$ cat src/rtl/sar_search_ctrl.sv
// Successive-approximation search controller: drives a trial code into a magnitude
// comparator, one decision per cycle, and reports the code matching the comparator's A side.
module sar_search_ctrl #(
    parameter int WIDTH = 4
) (
    input  logic             clk,
    input  logic             rst,
    input  logic             start,
    input  logic             cmp_agb,
    input  logic             cmp_aeb,
    input  logic             cmp_alb,
    output logic [WIDTH-1:0] trial_b,
    output logic             busy,
    output logic             done,
    output logic [WIDTH-1:0] result,
    output logic             err
);

    localparam int IDXW = (WIDTH > 1) ? $clog2(WIDTH) : 1;
    localparam logic [IDXW-1:0]  TOP_IDX = IDXW'(WIDTH - 1);
    localparam logic [IDXW-1:0]  IDX_ONE = IDXW'(1);
    localparam logic [WIDTH-1:0] TOP_BIT = WIDTH'(1) << (WIDTH - 1);

    typedef enum logic {
        IDLE,
        SEARCH
    } stateType;

    stateType         stateReg, stateNext;
    logic [WIDTH-1:0] trialReg, trialNext;
    logic [IDXW-1:0]  bitIdxReg, bitIdxNext;
    logic [WIDTH-1:0] resultReg, resultNext;
    logic             doneReg, doneNext;
    logic             errReg, errNext;

    logic [WIDTH-1:0] bitMask;
    logic [WIDTH-1:0] nextMask;
    logic [WIDTH-1:0] keptCode;
    logic             keepBit;
    logic             flagsOneHot;

    // Only a clean A>B keeps the bit; every other non-equal pattern clears it.
    assign keepBit     = cmp_agb & ~cmp_alb & ~cmp_aeb;
    assign flagsOneHot = (cmp_agb ^ cmp_alb ^ cmp_aeb) & ~(cmp_agb & cmp_alb & cmp_aeb);
    assign nextMask    = bitMask >> 1;

    generate
        for (genvar gi = 0; gi < WIDTH; gi++) begin : g_bit
            assign bitMask[gi]  = (bitIdxReg == IDXW'(gi));
            assign keptCode[gi] = bitMask[gi] ? keepBit : trialReg[gi];
        end
    endgenerate

    always_comb begin
        stateNext  = stateReg;
        trialNext  = trialReg;
        bitIdxNext = bitIdxReg;
        resultNext = resultReg;
        doneNext   = 1'b0;
        errNext    = errReg;
        case (stateReg)
            IDLE: begin
                if (start) begin
                    trialNext  = TOP_BIT;
                    bitIdxNext = TOP_IDX;
                    errNext    = 1'b0;
                    stateNext  = SEARCH;
                end
            end
            SEARCH: begin
                if (!flagsOneHot) begin
                    errNext = 1'b1;
                end
                if (cmp_aeb || (bitIdxReg == '0)) begin
                    resultNext = cmp_aeb ? trialReg : keptCode;
                    doneNext   = 1'b1;
                    trialNext  = '0;
                    stateNext  = IDLE;
                end else begin
                    trialNext  = keptCode | nextMask;
                    bitIdxNext = bitIdxReg - IDX_ONE;
                end
            end
            default: stateNext = IDLE;
        endcase
    end

    always_ff @(posedge clk) begin
        if (rst) begin
            stateReg  <= IDLE;
            trialReg  <= '0;
            bitIdxReg <= TOP_IDX;
            resultReg <= '0;
            doneReg   <= 1'b0;
            errReg    <= 1'b0;
        end else begin
            stateReg  <= stateNext;
            trialReg  <= trialNext;
            bitIdxReg <= bitIdxNext;
            resultReg <= resultNext;
            doneReg   <= doneNext;
            errReg    <= errNext;
        end
    end

    assign trial_b = trialReg;
    assign busy    = (stateReg == SEARCH);
    assign done    = doneReg;
    assign result  = resultReg;
    assign err     = errReg;

endmodule

$ cat config.mk
export PLATFORM = sky130hd
export DESIGN_NAME = sar_search_ctrl
export DESIGN_NICKNAME = d
export VERILOG_FILES = /design/src/rtl/sar_search_ctrl.sv
export SDC_FILE = /design/constraint.sdc
export NUM_CORES = 1
export LEC_CHECK = 0
export ABC_AREA = 1
export BUFFER_PORTS_ARGS = -buffer_cell sky130_fd_sc_hd__buf_2
export CAP_MARGIN = 10
export CORE_MARGIN = 2
export CORE_UTILIZATION = 40
export CTS_CLUSTER_DIAMETER = 60
export DETAILED_ROUTE_END_ITERATION = 8
export GPL_TIMING_DRIVEN = 1
export HOLD_SLACK_MARGIN = 0.12
export SKIP_LAST_GASP = 1
export SYNTH_ARGS = -nofsm -noshare
export SYNTH_HDL_FRONTEND = slang
export SYNTH_SLANG_ARGS = --single-unit
$ cat constraint.sdc
create_clock -name clk -period 3.78 [get_ports clk]
set_input_delay 0.567 -clock clk [delete_from_list [all_inputs] [get_ports clk]]
set_output_delay 0.567 -clock clk [all_outputs]
set_load 0.005 [all_outputs]
# ---- Yosys cells after proc, flatten, opt, wreduce, memory -nomap -nowiden
# Index checks and enable logic that the tools add are counted.
# Widths: inputs -> output; s select.
dict set report totals {
  register_bits 13
  in_bits 6
  out_inout_bits 11
  elab_cells 49
}
dict set report classes {
  add_sub_neg 1
  eq_ne 6
  n_mux 18
  n_bitwise 12
  reduce_logical 6
}
# operator n
set op_table {}
lappend op_table {{$mux 4} 3}
lappend op_table {{$mux 1} 9}
lappend op_table {{$pmux 4 s2} 1}
lappend op_table {{$ne 2x2->1 const B} 3}
lappend op_table {{$reduce_and 2->1} 3}
lappend op_table {{$and 1x1->1} 5}
lappend op_table {{$eq 2x2->1 const B} 2}
lappend op_table {{$mux 2} 2}
lappend op_table {{$not 1->1} 4}
lappend op_table {{$or 4x3->4} 1}
lappend op_table {{$pmux 1 s2} 2}
lappend op_table {{$pmux 2 s2} 1}
lappend op_table {{$eq 2x1->1 const B} 1}
lappend op_table {{$logic_not 2->1} 1}
lappend op_table {{$reduce_or 2->1} 1}
lappend op_table {{$sub 2x1->2 const B} 1}
lappend op_table {{$xor 1x1->1} 2}
lappend op_table {{$logic_or 1x1->1} 1}

# ---- Depth between registers and ports, before layout
dict set report logic_depth {
  ltp_word 7
  mapped_depth 8
  depth_no_buf 8
}

# ---- Worst setup path before layout
# Ideal clock, no wire load.
dict set report synth_timing {
  kind {register to register}
  start {register bitIdxReg[0]}
  end {register bitIdxReg[1]}
  arrival_time_ns 1.110
  required_time_ns 3.657
  setup_slack_ns 2.547
  stages_incl_launch_ff 9
  n_path_buf 0
  period_less_slack_ns 1.233
  path_cell_list {dfxtp_1 > inv_1 > ha_1 > nor2_4 > nand2_2 > inv_2 > nor2_2 > nand2_1 > nand3_1}
}
dict set report synth_via {
  elab_chain_cells 4
}
# element line_no
set synth_lines {}
lappend synth_lines {{start: declaration} 31} ;# logic [IDXW-1:0] bitIdxReg, bitIdxNext;
lappend synth_lines {{start signal: assignment} 99} ;# bitIdxReg <= bitIdxNext;
lappend synth_lines {{branches (longest 4 deep; another with $sub 2x1->2)} --}
# Several ways; the timed one is not identified. The select of a mux whose other input is x is not followed.
# A chain may end at the register's enable or synchronous reset.

# ---- Final worst setup path
dict set report layout_timing {
  start {register stateReg, in the netlist busy}
  end {output port busy}
}
# element line_no
set layout_lines {}
lappend layout_lines {{start: declaration} 29} ;# stateType stateReg, stateNext;
lappend layout_lines {{start signal: assignment} 97} ;# stateReg <= stateNext;
lappend layout_lines {{end: declaration} 13} ;# output logic busy,
# No word-level cell between the ends.

==> results.cfg <==
[placement]
gp_congestion = 0.780
port_buffers = 16
dp_hpwl_um = 1130
post-place-ws_ns = 2.38

[finish]
final_nets = 137
drive_above_1_share_pct = 21.8
num_antenna_cells = 0
fill_cells = 191
area_growth_pct = 18.7

[worst_setup_path]
worst_setup_path_start_kind = register
crit_slowest_cell = dfxtp_1
critPathTopFamily = flip-flops
critPathKind = reg -> out
worstPathRequired_ns = 3.21
slowest_delay_ns = 0.42
crit_path_max_fanout = 5
crit_chain = buf_2
end_kind = primary output
crit_buf_inv = 1
worstPathArrival_ns = 0.83

[timing]
setup_viol = 0
rsz0062_at_grt = false
period_share_pct = 37.0
worst_slack_ns = 2.38
max_freq_mhz = 715
period_minus_slack_ns = 1.40
final.setup.tns_ns = 0
slew_headroom_pct = 84.7
clock_skew_ns = 0.000928
hold_viol = 0
tightest_slew_ns = 0.229
finalMaxSlewViolations = 0

[route]
drtIter0Drc = 0
drt-total-wl_um = 1420
drtPass1Iterations = 1
wl_per_cell_um = 9.54
drc = 0
vias = 660
avgViaCountPerCell = 4.43
ant_nets = 0

[global_route]
antenna_found_initial = 0
grtUsageMet1_pct = 19.4
grt_start_max_net_pins = 10
grt_pass1_wl_um = 2410
grt_usage_pct = 16.0
grt.busiest_layer = met2
overflow = 0
grtUsageMet2_pct = 25.8
first_global_vias = 582
met3_usage_pct = 5.88

[logic_synthesis]
ys_ff_latch = 13
yosysUniqueCellTypes = 15
avgSynthCellArea_um2 = 6.80
yosysWarnings = 0
ys_top_cells_by_count = 29 x nand2_1, 14 x inv_1, 13 x dfxtp_1
synthFlopType = dfxtp_1
synth-seq-area-share_pct = 36.4
synth_edf_count = 0
synth_nets = 117
netlist.area_leader.share_pct = 36.4
syn-cell-area_um2 = 714
synthCells = 105
synth_top_area_cell = dfxtp_1
netlist_top_cells_area = dfxtp_1 36%, nand2_1 15%, ha_1 11%
async_reset_ff_share_pct = 0
yosysMostFrequentCell = nand2_1

[clock_network]
clkLatencyLatePin_ns = 0.27
cts_max_path_buffers = 2
clock-sinks = 13
root_buffer = clkbuf_4
cts_setup_buffers = 0
cts_inserted_buffers = 3
cts_hold_buf = 0
cts_tree = yes
clk_pin_slew_ns = 0.08
cts-resized-gates = 0
h-tree-depth = 1

[die]
die_h_um = 46.3
io_pins = 17
rows = 15
start_util_pct = 41.8
core_area_mm2 = 0.00171
dieArea_mm2 = 0.00214
die_width_um = 46.3

[run_status]
outcome = finished clean

[pwr]
cellLeakagePower_uw = 0.000482
power_density_mw_per_mm2 = 326
power.total_uw = 277
vdd_drop_max_mv = 0.229

[min_path]
hold_path.class = reg -> reg

[run]
cap_violations = 0
## layer usage
metal	vias to the layer above	wire [um]
li1	363	-
met1	284	690
met2	11	668
met3	2	52
met4	0	11
met5	-	0
## worst paths after layout
kind | startpoint | endpoint | slack, ns | depth (start not counted)
worst max-delay path | busy | busy | 2.38 | 1
worst min-delay path | err | err | 0.45 | 2
worst max register to register | bitIdxReg[0] | bitIdxReg[1] | 2.41 | 8
worst min register to register | err | err | 0.45 | 2
## cells by family (layout without fill, tap and decap cells)
logic type | count (synthesis) | count (layout) | synth area share (%)
buffers and inverters | 18 | 37 | 9.46
and+or+nand+nor | 54 | 54 | 33.5
AOI/OAI and AO/OA | 14 | 14 | 10.2
adders and majority gates | 6 | 6 | 10.5
DFF | 13 | 13 | 36.4
## final cells by class
class                      count  area [um2]  share of cell area [%]
clock buffer                   4        26.3                    3.10
inverter                      17        63.8                    7.52
multi-input combinational     74         387                    45.6
sequential                    13         260                    30.7
tap                           25        31.3                    3.69
timing repair buffer          16        80.1                    9.44
## power breakdown
| part | total [uW] | switching [uW] | internal, uW |
|---|---|---|---|
| Combinational | 44.2 | 26.8 | 17.5 |
| Clock | 83.5 | 42.7 | 40.8 |
| Sequential | 149 | 5.11 | 144 |
## through the flow
stage / instance area (um2) / hold slack [ns] / util, % / instances
after floorplan: 714 / 0.447 / - / 105
after global placement: 822 / 0.436 / 48.1 / 145
after detailed placement: 822 / 0.443 / 48.1 / 145
after CTS: 848 / 0.463 / 49.7 / 149
after global routing: 848 / 0.478 / 49.7 / 149
final: 848 / 0.454 / 49.7 / 149
## placed cells by master, fill, tap and decap left out
cell      instances
a21oi_1           8
buf_2            16
clkbuf_1          1
clkbuf_4          3
dfxtp_1          13
ha_1              6
inv_1            14
inv_2             3
nand2_1          29
nand2_2           1
nand3_1           9
nor2_1           10
nor2_2            2
nor2_4            2
o211ai_1          1
o21ai_0           5
or2_1             1
## flip-flops by register name (all words and copies together) (netlist names)
signal,flops
bitIdxReg,2
busy,1
done,1
err,1
result,4
trial_b,4
Power figures use the tool's default switching activity.
